## src/rtl/vote_pkg.sv

```systemverilog
`default_nettype none
// +------------------------------------------------------------------+
// | Package     : vote_pkg                                           |
// | Description : Shared types and constants for the vote session    |
// |               controller (state encoding, sizes, helpers).       |
// | Revision    : 1.0 - initial release                              |
// +------------------------------------------------------------------+
package vote_pkg;

    localparam int N_VOTERS        = 4;
    localparam int VERDICT_W       = 3;
    localparam int TIMEOUT_CYC_DEF = 1000;

    typedef enum logic [1:0] {
        IDLE    = 2'd0,
        COLLECT = 2'd1,
        PRESENT = 2'd2
    } vote_state_e;

    // Number of voters that have not voted (0..4).
    function automatic logic [2:0] count_zeros(input logic [N_VOTERS-1:0] v);
        logic [2:0] n;
        n = 3'd0;
        for (int i = 0; i < N_VOTERS; i++) begin
            n = n + {2'b00, ~v[i]};
        end
        return n;
    endfunction

endpackage
`default_nettype wire

```

## src/rtl/vote_timeout_cnt.sv

```systemverilog
`default_nettype none
// +------------------------------------------------------------------+
// | Module      : vote_timeout_cnt                                   |
// | Description : Session timer. Counts enabled cycles and flags the |
// |               last cycle of the session window.                  |
// | Revision    : 1.0 - initial release                              |
// +------------------------------------------------------------------+
module vote_timeout_cnt #(
    parameter int TIMEOUT_CYC = 1000,
    parameter int CNT_W       = 16
) (
    input  logic clk,
    input  logic rst,
    input  logic clr_i,
    input  logic en_i,
    output logic expired_o
);

    localparam logic [CNT_W-1:0] c_last_cnt = CNT_W'(TIMEOUT_CYC - 1);

    logic [CNT_W-1:0] count_q;

    // Clear wins over increment so a new session always starts at zero.
    always_ff @(posedge clk or posedge rst) begin
        if (rst) begin
            count_q <= '0;
        end else if (clr_i) begin
            count_q <= '0;
        end else if (en_i) begin
            count_q <= count_q + CNT_W'(1);
        end
    end

    assign expired_o = (count_q == c_last_cnt);

endmodule
`default_nettype wire

```

## src/rtl/vote_session_ctrl.sv

```systemverilog
`default_nettype none
// +------------------------------------------------------------------+
// | Module      : vote_session_ctrl                                  |
// | Description : Ballot-collection front end for the 4-input voter. |
// |               One vote per voter per session, close on all-voted |
// |               or timeout, ballot handed over with valid/ready,   |
// |               verdict latched and pulsed to the operator.        |
// |               Optional audit outputs under macro VOTE_AUDIT_EN.  |
// | Revision    : 1.0 - initial release                              |
// +------------------------------------------------------------------+
module vote_session_ctrl
    import vote_pkg::*;
#(
    parameter int TIMEOUT_CYC = TIMEOUT_CYC_DEF,
    parameter int CNT_W       = 16
) (
    input  logic                 clk,
    input  logic                 rst,
`ifdef VOTE_AUDIT_EN
    output logic [2:0]           abstain_o,
    output logic [0:0]           timeout_o,
`endif
    input  logic                 open_i,
    input  logic [N_VOTERS-1:0]  vote_req_i,
    input  logic [N_VOTERS-1:0]  vote_val_i,
    output logic [N_VOTERS-1:0]  vote_ack_o,
    output logic [N_VOTERS-1:0]  voted_o,
    output logic                 busy_o,
    output logic [N_VOTERS-1:0]  ballot_o,
    output logic                 ballot_valid_o,
    input  logic                 ballot_ready_i,
    input  logic [VERDICT_W-1:0] verdict_i,
    output logic [VERDICT_W-1:0] result_o,
    output logic                 result_valid_o
);

    vote_state_e          state_q, state_d;
    logic [N_VOTERS-1:0]  voted_q, voted_d;
    logic [N_VOTERS-1:0]  ballot_q, ballot_d;
    logic [N_VOTERS-1:0]  ack_q, ack_d;
    logic [VERDICT_W-1:0] result_q, result_d;
    logic                 rvalid_q, rvalid_d;

    logic [N_VOTERS-1:0]  w_accept;
    logic                 w_open_acc;
    logic                 w_close;
    logic                 w_expired;

    vote_timeout_cnt #(
        .TIMEOUT_CYC (TIMEOUT_CYC),
        .CNT_W       (CNT_W)
    ) u_timer (
        .clk       (clk),
        .rst       (rst),
        .clr_i     (w_open_acc),
        .en_i      (state_q == COLLECT),
        .expired_o (w_expired)
    );

    // Next-state logic: session start, vote acceptance, close and handshake.
    always_comb begin
        state_d    = state_q;
        voted_d    = voted_q;
        ballot_d   = ballot_q;
        ack_d      = '0;
        result_d   = result_q;
        rvalid_d   = 1'b0;
        w_accept   = '0;
        w_open_acc = 1'b0;
        w_close    = 1'b0;

        case (state_q)
            IDLE: begin
                w_open_acc = open_i;
                if (w_open_acc) begin
                    state_d  = COLLECT;
                    voted_d  = '0;
                    ballot_d = '0;
                end
            end
            COLLECT: begin
                // Only first requests count; repeats from a voter are dropped.
                w_accept = vote_req_i & ~voted_q;
                voted_d  = voted_q | w_accept;
                ballot_d = (ballot_q & ~w_accept) | (vote_val_i & w_accept);
                ack_d    = w_accept;
                // Votes accepted on the closing edge are part of the ballot.
                w_close  = (&voted_d) | w_expired;
                if (w_close) begin
                    state_d = PRESENT;
                end
            end
            PRESENT: begin
                if (ballot_ready_i) begin
                    result_d = verdict_i;
                    rvalid_d = 1'b1;
                    state_d  = IDLE;
                end
            end
            default: begin
                state_d = IDLE;
            end
        endcase
    end

    // State and datapath registers; reset aborts any session in flight.
    always_ff @(posedge clk or posedge rst) begin
        if (rst) begin
            state_q  <= IDLE;
            voted_q  <= '0;
            ballot_q <= '0;
            ack_q    <= '0;
            result_q <= '0;
            rvalid_q <= 1'b0;
        end else begin
            state_q  <= state_d;
            voted_q  <= voted_d;
            ballot_q <= ballot_d;
            ack_q    <= ack_d;
            result_q <= result_d;
            rvalid_q <= rvalid_d;
        end
    end

`ifdef VOTE_AUDIT_EN
    logic [2:0] abstain_q;
    logic       timeout_q;

    // Audit snapshot taken on the close edge; all-voted takes precedence
    // over a coincident timer expiry.
    always_ff @(posedge clk or posedge rst) begin
        if (rst) begin
            abstain_q <= 3'd0;
            timeout_q <= 1'b0;
        end else if (w_open_acc) begin
            abstain_q <= 3'd0;
            timeout_q <= 1'b0;
        end else if (w_close) begin
            abstain_q <= count_zeros(voted_d);
            timeout_q <= ~(&voted_d);
        end
    end

    assign abstain_o = abstain_q;
    assign timeout_o = timeout_q;
`endif

    assign vote_ack_o     = ack_q;
    assign voted_o        = voted_q;
    assign ballot_o       = ballot_q;
    assign busy_o         = (state_q != IDLE);
    assign ballot_valid_o = (state_q == PRESENT);
    assign result_o       = result_q;
    assign result_valid_o = rvalid_q;

endmodule
`default_nettype wire

```

## config.mk

```make
export PLATFORM = sky130hd
export DESIGN_NAME = vote_session_ctrl
export DESIGN_NICKNAME = d
export VERILOG_FILES = /design/src/rtl/vote_pkg.sv /design/src/rtl/vote_timeout_cnt.sv /design/src/rtl/vote_session_ctrl.sv
export SDC_FILE = /design/constraint.sdc
export NUM_CORES = 1
export LEC_CHECK = 0
export ABC_AREA = 1
export CAP_MARGIN = 10
export CORE_AREA = 3 3 88 90
export DETAILED_ROUTE_END_ITERATION = 8
export DIE_AREA = 0 0 91 93
export GPL_ROUTABILITY_DRIVEN = 0
export PLACE_DENSITY = 0.51
export SYNTH_ARGS = -nofsm -noshare
export SYNTH_HDL_FRONTEND = slang
export SYNTH_SLANG_ARGS = --single-unit
```

## constraint.sdc

```tcl
create_clock -name clk -period 2.65 [get_ports clk]
set_clock_uncertainty 0.05 [all_clocks]
set_input_delay 0.53 -clock clk [delete_from_list [all_inputs] [get_ports clk]]
set_output_delay 0.53 -clock clk [all_outputs]
set_load 0.03 [all_outputs]
```

# Word-level counts from Yosys, hierarchy flattened
# Cells that the tools add are included.
[classes] addsub=1 eq_ne=6 n_reduce_logical=8 muxes=13 n_bitwise=8
[ops] operator="$mux W16" n=2
[ops] operator="$add A16 B1 Y16 const B" n=1
[ops] operator="$eq A16 B10 Y1 const B" n=1
[ops] operator="$pmux W4 S2" n=2
[ops] operator="$and A4 B4 Y4" n=3
[ops] operator="$mux W4" n=2
[ops] operator="$not A4 Y4" n=2
[ops] operator="$or A4 B4 Y4" n=2
[ops] operator="$mux W2" n=3
[ops] operator="$pmux W2 S3" n=1
[ops] operator="$reduce_bool A2 Y1" n=3
[ops] operator="$ne A2 B2 Y1 const B" n=2
[ops] operator="$reduce_and A2 Y1" n=2
[ops] operator="$reduce_and A4 Y1" n=1
[ops] operator="$mux W1" n=3
[ops] operator="$reduce_and A3 Y1" n=1
[ops] operator="$eq A2 B1 Y1 const B" n=1
[ops] operator="$eq A2 B2 Y1 const B" n=1
[ops] operator="$logic_not A2 Y1" n=1
[ops] operator="$ne A2 B1 Y1 const B" n=1
[ops] operator="$or A1 B1 Y1" n=1
[totals] ff_bits=34 in_bits=15 wordCells=43 output_inout_bits=18

# Depth between registers and ports, before layout
# Gate-level depths: netlist of run 1.
[logic_depth] ltp_word=7 depth_mapped=8 mapped_depth_nobuf=8

# Cells and area by module
# A second synthesis of run 1 with hierarchy kept.
[unflattened] cells_unflattened=221 area_unflattened_um2=1710.4
[modules_own_cells] module="vote_timeout_cnt" cells_per_inst=129 seq_area_each_um2=400.4 area_per_inst_um2=960.9 instances=1
[modules_own_cells] module="vote_session_ctrl" cells_per_inst=92 seq_area_each_um2=450.4 area_per_inst_um2=749.5 instances=1

# Least setup slack after synthesis of run 1
# No wires, ideal clock.
[synth_timing] path_type="register to output" from="register state_q[0]" to="output port ballot_valid_o" stages_incl_launch_ff=2 path_buffers=0 arrival_ps=888 setup_slack_ps=1182 required_time_ps=2070 cell_sequence="dfrtp_1 > nor2_1"
[synth_via] elab_chain_len=1
[synth_lines] item="from (decl)" line="vote_session_ctrl.sv:37" text="vote_state_e state_q, state_d;"
[synth_lines] item="from (signal assigned)" line="vote_session_ctrl.sv:116" text="state_q <= state_d;"
[synth_lines] item="$eq A2 B2 Y1" line="vote_session_ctrl.sv:152" text="assign ballot_valid_o = (state_q == PRESENT);"
[synth_lines] item="to (decl)" line="vote_session_ctrl.sv:30" text="output logic ballot_valid_o,"
# Every way passes these cells.

# Worst setup path in the final report of run 1
# Same ends and word-level chain as after synthesis.

==> impl_results.md, run 1 <==
* Result of the run: finished, final reports clean
* Worst reg2reg setup slack at 1.18 ns
* Share of power burned in registers at 35.4%
* Root cell of the clock tree: sky130_fd_sc_hd__clkbuf_8
* Max Clk Rate at 457 MHz
* Worst Setup Slack post-DPL at 0.758 ns
* Clock share of power at 19.0%
* Post-detailed-route count of antenna-violating nets at 0
* Leakage at 1.03 nW
* Capture instance of the worst register-to-register path: u_timer.count_q[14]
* Maximum buffer depth of the clock tree at 2
* HPWL after detailed placement at 2.90 mm
* Number of gates resized after CTS at 0
* Level count of the clock H-tree at 2
* Element type at the critical path end: primary output
* Internal power at 1.22 mW
* DRT Wirelength at 4.02 mm
* Worst flop-to-flop path startpoint: u_timer.count_q[0]
* Core outline area at 0.00714 mm2
* Clock insertion delay at the later pin of the skew report at 0.29 ns
* Die outline height at 93 um
* CTS Sinks at 34
* Number of nets produced by synthesis at 241
* Area of the die at 0.00846 mm2
* Sequential cell area fraction in the yosys report at 48.9%
* Global-route usage over all layers at 10.4%
* First element of the critical path: state_q[0]
* Antenna violations before repair at 0
* Slew at the pin closest to its max-slew limit at 0.443 ns
* Layout filler cell count at 805
* Crit path setup slack, layout at 0.460 ns
* Total inserted antenna cells at 0
* Via count normalized by instance count at 4.17
* First drt pass iteration count at 4
* Count of input and output buffers at 32
* Net Sw Power at 0.920 mW
* Clock tree from TritonCTS: built
* Final clock period utilization by the worst path at 82.7%
* Post-synthesis cell count at 225
* Max-slew headroom at 70.5%
* Most common library cell in the layout ignoring fill and taps: sky130_fd_sc_hd__nand2_1
* Type of element launching the critical path: register
* Remaining design rule violation count at 0
* First-pass GRT wire length at 7.02 mm
* Arrival time reported for the critical path endpoint at 1.61 ns
* Maximum ir drop on the vdd rail at 451 uV
* Gr ovfl total at 0
* Number of DRC markers after the initial detailed-route iteration at 74
* Number of buffers added for setup after CTS at 0
* Finish-stage setup viols at 0
* Synth warn at 0
* Unrepaired setup endpoints after global routing: false
* Timing endpoint of the critical path: ballot_valid_o
* Reg clk slew, reported paths at 0.07 ns
* Top-level I/O count at 33
* Total of hold buffers inserted after clock tree synthesis at 0
* Smallest hold slack at 0.430 ns
* Layout area overhead at 29.9%
* Total negative setup slack at 0 ns
* Cells after DPL at 355
* Largest net degree at the start of global routing at 35
* Combinational group share of total power at 45.6%
* Hold Path Class: reg -> reg
* Most frequent cells in the layout: sky130_fd_sc_hd__nand2_1, sky130_fd_sc_hd__dfrtp_1, sky130_fd_sc_hd__clkdlybuf4s50_1, sky130_fd_sc_hd__inv_1, sky130_fd_sc_hd__nor2_1
* Total power per unit cell area at 947 mW/mm2
* Post-Layout Cell Count at 363
* Floorplan die width at 91 um
* Data required time at the worst endpoint at 2.07 ns
* Max-cap violation count at 0
* Site row count at 31
* Switching Share at 43.0%
* Worst Reg2Reg Path Length in Cells at 8
* Average instance area after synthesis at 7.74 um2
* Kind of critical path: reg -> out
* Maximum fanout count along the critical path at 3
* Final-stage net count at 279
* Minimum clock period at 2.19 ns
* Clock buffer count from CTS at 5
* Max-slew violation total from the final report at 0
* Number of global-route vias before repair at 1576
* Effective utilization at floorplan at 24.4%
* Post-layout total power at 2.14 mW
* Fraction of layout instances using a drive strength above 1 at 11.4%
* Number of vias after detailed routing at 1513
* Synthesized cell area at 0.00174 mm2
* Final hold violations at 0
* Distinct cells, synth at 24
* Wire length per cell after detailed routing at 11.1 um
* Seq cells post-synth at 34
-- per-stage QoR --
step	util [%]	cell area, um2
6_report	31.7	2260
2_1_floorplan	-	1740
4_1_cts	31.7	2260
3_3_place_gp	30.4	2170
3_5_place_dp	30.4	2170
5_1_grt	31.7	2260
-- cells by family after synthesis --
logic type	count (synthesis)	synth area share [%]
compound gates	25	7.55
simple gates	131	34.3
buf+inv	34	8.56
flops	34	48.9
fa+ha+maj	1	0.719
-- per-layer routing --
| metal | vias to the layer above | track usage [%] | part of all wire, % |
|---|---|---|---|
| met2 | 25 | 18.1 | 48 |
| met1 | 704 | 12.3 | 46 |
| met5 | - | 0 | 0 |
| met3 | 4 | 2.57 | 4.0 |
| li1 | 780 | - | - |
| met4 | 0 | 3.77 | 1.5 |
-- layout make-up --
| cell class | count | area [um2] | share of cell area, % |
|---|---|---|---|
| sequential | 34 | 851 | 37.6 |
| multi-input combinational | 157 | 741 | 32.8 |
| timing repair buffer | 34 | 335 | 14.8 |
| tap | 99 | 124 | 5.48 |
| inverter | 31 | 119 | 5.26 |
| clock buffer | 7 | 86.3 | 3.82 |
| clock inverter | 1 | 5.00 | 0.221 |
-- worst min-delay path by stage --
stage | start | end | slack, ns | depth (start not counted)
6_report | result_o[2] | result_o[2] | 0.43 | 2
5_1_grt | voted_o[3] | vote_ack_o[3] | 0.46 | 1
4_1_cts | result_o[2] | result_o[2] | 0.44 | 2
3_5_place_dp | result_o[2] | result_o[2] | 0.42 | 2
3_3_place_gp | result_o[2] | result_o[2] | 0.42 | 2
2_1_floorplan | u_timer.count_q[15] | u_timer.count_q[15] | 0.40 | 1
-- registers in the layout (all words and copies together), names as in the netlist --
register and cells:
state_q 2, u_timer.count_q 16, result_valid_o 1, voted_o 4, ballot_o 4, vote_ack_o 4, result_o 3
-- cell usage after synthesis --
library cell,n,area (um2)
sky130_fd_sc_hd__o21ai_1,3,15.0
sky130_fd_sc_hd__or2_2,2,12.5
sky130_fd_sc_hd__nand2_2,6,37.5
sky130_fd_sc_hd__nand3_1,12,60.1
sky130_fd_sc_hd__inv_2,2,7.51
sky130_fd_sc_hd__o31ai_1,1,7.51
sky130_fd_sc_hd__inv_4,1,6.26
sky130_fd_sc_hd__nand2_1,67,251
sky130_fd_sc_hd__buf_4,1,7.51
sky130_fd_sc_hd__nor2_4,3,33.8
sky130_fd_sc_hd__nand4_1,6,37.5
sky130_fd_sc_hd__buf_6,2,22.5
sky130_fd_sc_hd__nand2_4,1,11.3
sky130_fd_sc_hd__nand3_2,1,10.0
sky130_fd_sc_hd__a22o_1,1,8.76
sky130_fd_sc_hd__nor2_2,4,25.0
sky130_fd_sc_hd__inv_1,28,105
sky130_fd_sc_hd__nor3_1,2,10.0
sky130_fd_sc_hd__nor2_1,26,97.6
sky130_fd_sc_hd__a21oi_1,4,20.0
sky130_fd_sc_hd__dfrtp_1,34,851
sky130_fd_sc_hd__ha_1,1,12.5
sky130_fd_sc_hd__nor3_2,1,10.0
sky130_fd_sc_hd__o21ai_0,16,80.1
-- power by group through the flow --
stage / registers (mW) / clock network, mW / logic [mW]
4_1_cts: 0.760 / 0.423 / 0.998
5_1_grt: 0.781 / 0.440 / 1.08
6_report: 0.758 / 0.406 / 0.977
3_3_place_gp: 0.765 / 0 / 0.988
2_1_floorplan: 0.945 / 0 / 0.471
3_5_place_dp: 0.767 / 0 / 0.997
-- critical path: stages (launching register included) --
cell                              delay (ns)
sky130_fd_sc_hd__dfrtp_1                0.42
sky130_fd_sc_hd__nor2_1                 0.20
sky130_fd_sc_hd__clkdlybuf4s50_1        0.70
Power figures use the tool's default switching activity.
==> inputs of run 2 (changes only) <==
==> constraint.sdc (replaced) <==
create_clock -name clk -period 2.1 [get_ports clk]
set_clock_uncertainty 0.05 [all_clocks]
set_input_delay 0.42 -clock clk [delete_from_list [all_inputs] [get_ports clk]]
set_output_delay 0.42 -clock clk [all_outputs]
set_load 0.03 [all_outputs]
==> run 2 against run 1 <==
Compared with the run above:
- combinational power increased by 26%
- sequential power increased by 26%
- critical path type unchanged
- highest routed layer unchanged
- register-to-register slack got worse by 0.57 ns
- via count shrank 2.4%
- clock power increased by 31%
==> impl_results.md, run 2 (synthesis results as in run 1) <==
* Number of vias after detailed routing at 1477
* Area of the die at 0.00846 mm2
* Total negative setup slack at 0 ns
* Register with the most flip-flops: u_timer.count_q
* Max-cap violation count at 0
* Largest net degree at the start of global routing at 35
* Total power per unit cell area at 1190 mW/mm2
* Max Clk Rate at 501 MHz
* Number of flip-flops in the largest register at 16
* Effective utilization at floorplan at 24.4%
* Result of the run: finished, final reports clean
* Level count of the clock H-tree at 2
* Switching Share at 43.0%
* Cells along the critical path: inv_1, nand2_1, clkdlybuf4s50_1
* Smallest hold slack at 0.429 ns
* Slew at the pin closest to its max-slew limit at 0.437 ns
* Hold Path Class: reg -> reg
* Fraction of layout instances using a drive strength above 1 at 11.7%
* Site row count at 31
* Post-Layout Cell Count at 363
* Number of DRC markers after the initial detailed-route iteration at 33
* Die outline height at 93 um
* First drt pass iteration count at 4
* Number of global-route vias before repair at 1584
* Via count normalized by instance count at 4.07
* Final-stage net count at 279
* Floorplan die width at 91 um
* Post-layout total power at 2.71 mW
* Kind of critical path: reg -> out
* Final clock period utilization by the worst path at 95.0%
* Reg clk slew, reported paths at 0.08 ns
* Type of element launching the critical path: register
* Number of buffers added for setup after CTS at 0
* Remaining design rule violation count at 0
* HPWL after detailed placement at 2.86 mm
* Minimum clock period at 1.99 ns
* Finish-stage setup viols at 0
* Net Sw Power at 1.17 mW
* Maximum buffer depth of the clock tree at 2
* Arrival time reported for the critical path endpoint at 1.52 ns
* Share of power burned in registers at 35.2%
* Kind of cell adding the most delay to the critical path: buffers and inverters
* Top-level I/O count at 33
* Clock tree from TritonCTS: built
* Maximum ir drop on the vdd rail at 560 uV
* First-pass GRT wire length at 7.30 mm
* Leakage at 1.04 nW
* Data required time at the worst endpoint at 1.63 ns
* Final hold violations at 0
* Worst Setup Slack post-DPL at 0.337 ns
* Internal power at 1.55 mW
* Most common library cell in the layout ignoring fill and taps: sky130_fd_sc_hd__nand2_1
* Wire length per cell after detailed routing at 10.9 um
* Core outline area at 0.00714 mm2
* Maximum fanout count along the critical path at 3
* DRT Wirelength at 3.96 mm
* Clock insertion delay at the later pin of the skew report at 0.29 ns
* Buffer and inverter count on the worst path at 2
* Cells after DPL at 355
* Clock buffer count from CTS at 5
* Gr ovfl total at 0
* Post-detailed-route count of antenna-violating nets at 0
* Antenna violations before repair at 0
* Max-slew headroom at 70.9%
* Longest individual stage delay on the worst path at 0.67 ns
* Max-slew violation total from the final report at 0
* Slowest stage cell on the critical path: sky130_fd_sc_hd__clkdlybuf4s50_1
* Most frequent cells in the layout: sky130_fd_sc_hd__nand2_1, sky130_fd_sc_hd__dfrtp_1, sky130_fd_sc_hd__clkdlybuf4s50_1, sky130_fd_sc_hd__inv_1, sky130_fd_sc_hd__nor2_1
* Root cell of the clock tree: sky130_fd_sc_hd__clkbuf_8
* CTS Sinks at 34
* Crit path setup slack, layout at 0.106 ns
* Total inserted antenna cells at 0
* Element type at the critical path end: primary output
* Total of hold buffers inserted after clock tree synthesis at 0
* Combinational group share of total power at 45.3%
* Global-route usage over all layers at 10.7%
* Number of gates resized after CTS at 0
* Unrepaired setup endpoints after global routing: false
* Count of input and output buffers at 32
* Clock share of power at 19.5%
* Layout area overhead at 30.5%
==> run 2: cell count changes in the layout (fill, tap and decap cells not counted) <==
cell                              before  now
sky130_fd_sc_hd__dlymetal6s2s_1        0    1
sky130_fd_sc_hd__clkinv_2              1    0
sky130_fd_sc_hd__inv_6                 0    1
sky130_fd_sc_hd__clkdlybuf4s50_1      32   31
sky130_fd_sc_hd__clkinvlp_4            0    1
sky130_fd_sc_hd__clkbuf_1              1    0
==> run 2: routing by layer <==
| metal | track usage [%] | vias up | share of wire, % |
|---|---|---|---|
| met2 | 17.1 | 26 | 46 |
| li1 | - | 784 | - |
| met1 | 13.6 | 661 | 48 |
| met4 | 3.77 | 0 | 1.6 |
| met3 | 3.22 | 6 | 4.6 |
| met5 | 0 | - | 0 |
==> run 2: cell type report <==
cell class	instances	area (um2)
clock inverters	2	16.3
inverters	31	119
multi-input cells	157	741
flip-flops and latches	34	851
well taps	99	124
fillers	793	4870
repair buffers	34	338
clock buffers	6	82.6
==> run 2: stage by stage <==
stage                     cell area [um2]  utilization, %
after floorplan                      1740               -
after global placement               2170            30.4
after detailed placement             2170            30.4
after CTS                            2270            31.8
after global routing                 2270            31.8
final                                2270            31.8
==> run 2: power by group through the flow <==
stage	Sequential, mW	Combinational (mW)	Clock (mW)
after global routing	0.978	1.37	0.574
after global placement	0.963	1.25	0
final	0.954	1.23	0.530
after CTS	0.955	1.26	0.551
after floorplan	1.19	0.594	0
after detailed placement	0.962	1.25	0
==> run 2: final timing paths <==
path	startpoint	cells past startpoint	slack (ns)	end
worst max-delay path	state_q[0]	3	0.11	busy_o
worst min-delay path	u_timer.count_q[15]	1	0.43	u_timer.count_q[15]
worst max register to register	u_timer.count_q[0]	8	0.61	u_timer.count_q[14]
worst min register to register	u_timer.count_q[15]	1	0.43	u_timer.count_q[15]
max in group asynchronous	rst	3	1.20	u_timer.count_q[12]
min in group asynchronous	rst	3	0.48	state_q[1]
==> run 2: worst register-to-register path, stage by stage (launching register included) <==
cell                      delay (ns)
sky130_fd_sc_hd__dfrtp_1        0.42
sky130_fd_sc_hd__ha_1           0.25
sky130_fd_sc_hd__nand2_2        0.09
sky130_fd_sc_hd__nor2_1         0.16
sky130_fd_sc_hd__nand2_1        0.08
sky130_fd_sc_hd__nor2_1         0.13
sky130_fd_sc_hd__nand4_1        0.09
sky130_fd_sc_hd__nand2_1        0.08
sky130_fd_sc_hd__inv_1          0.03
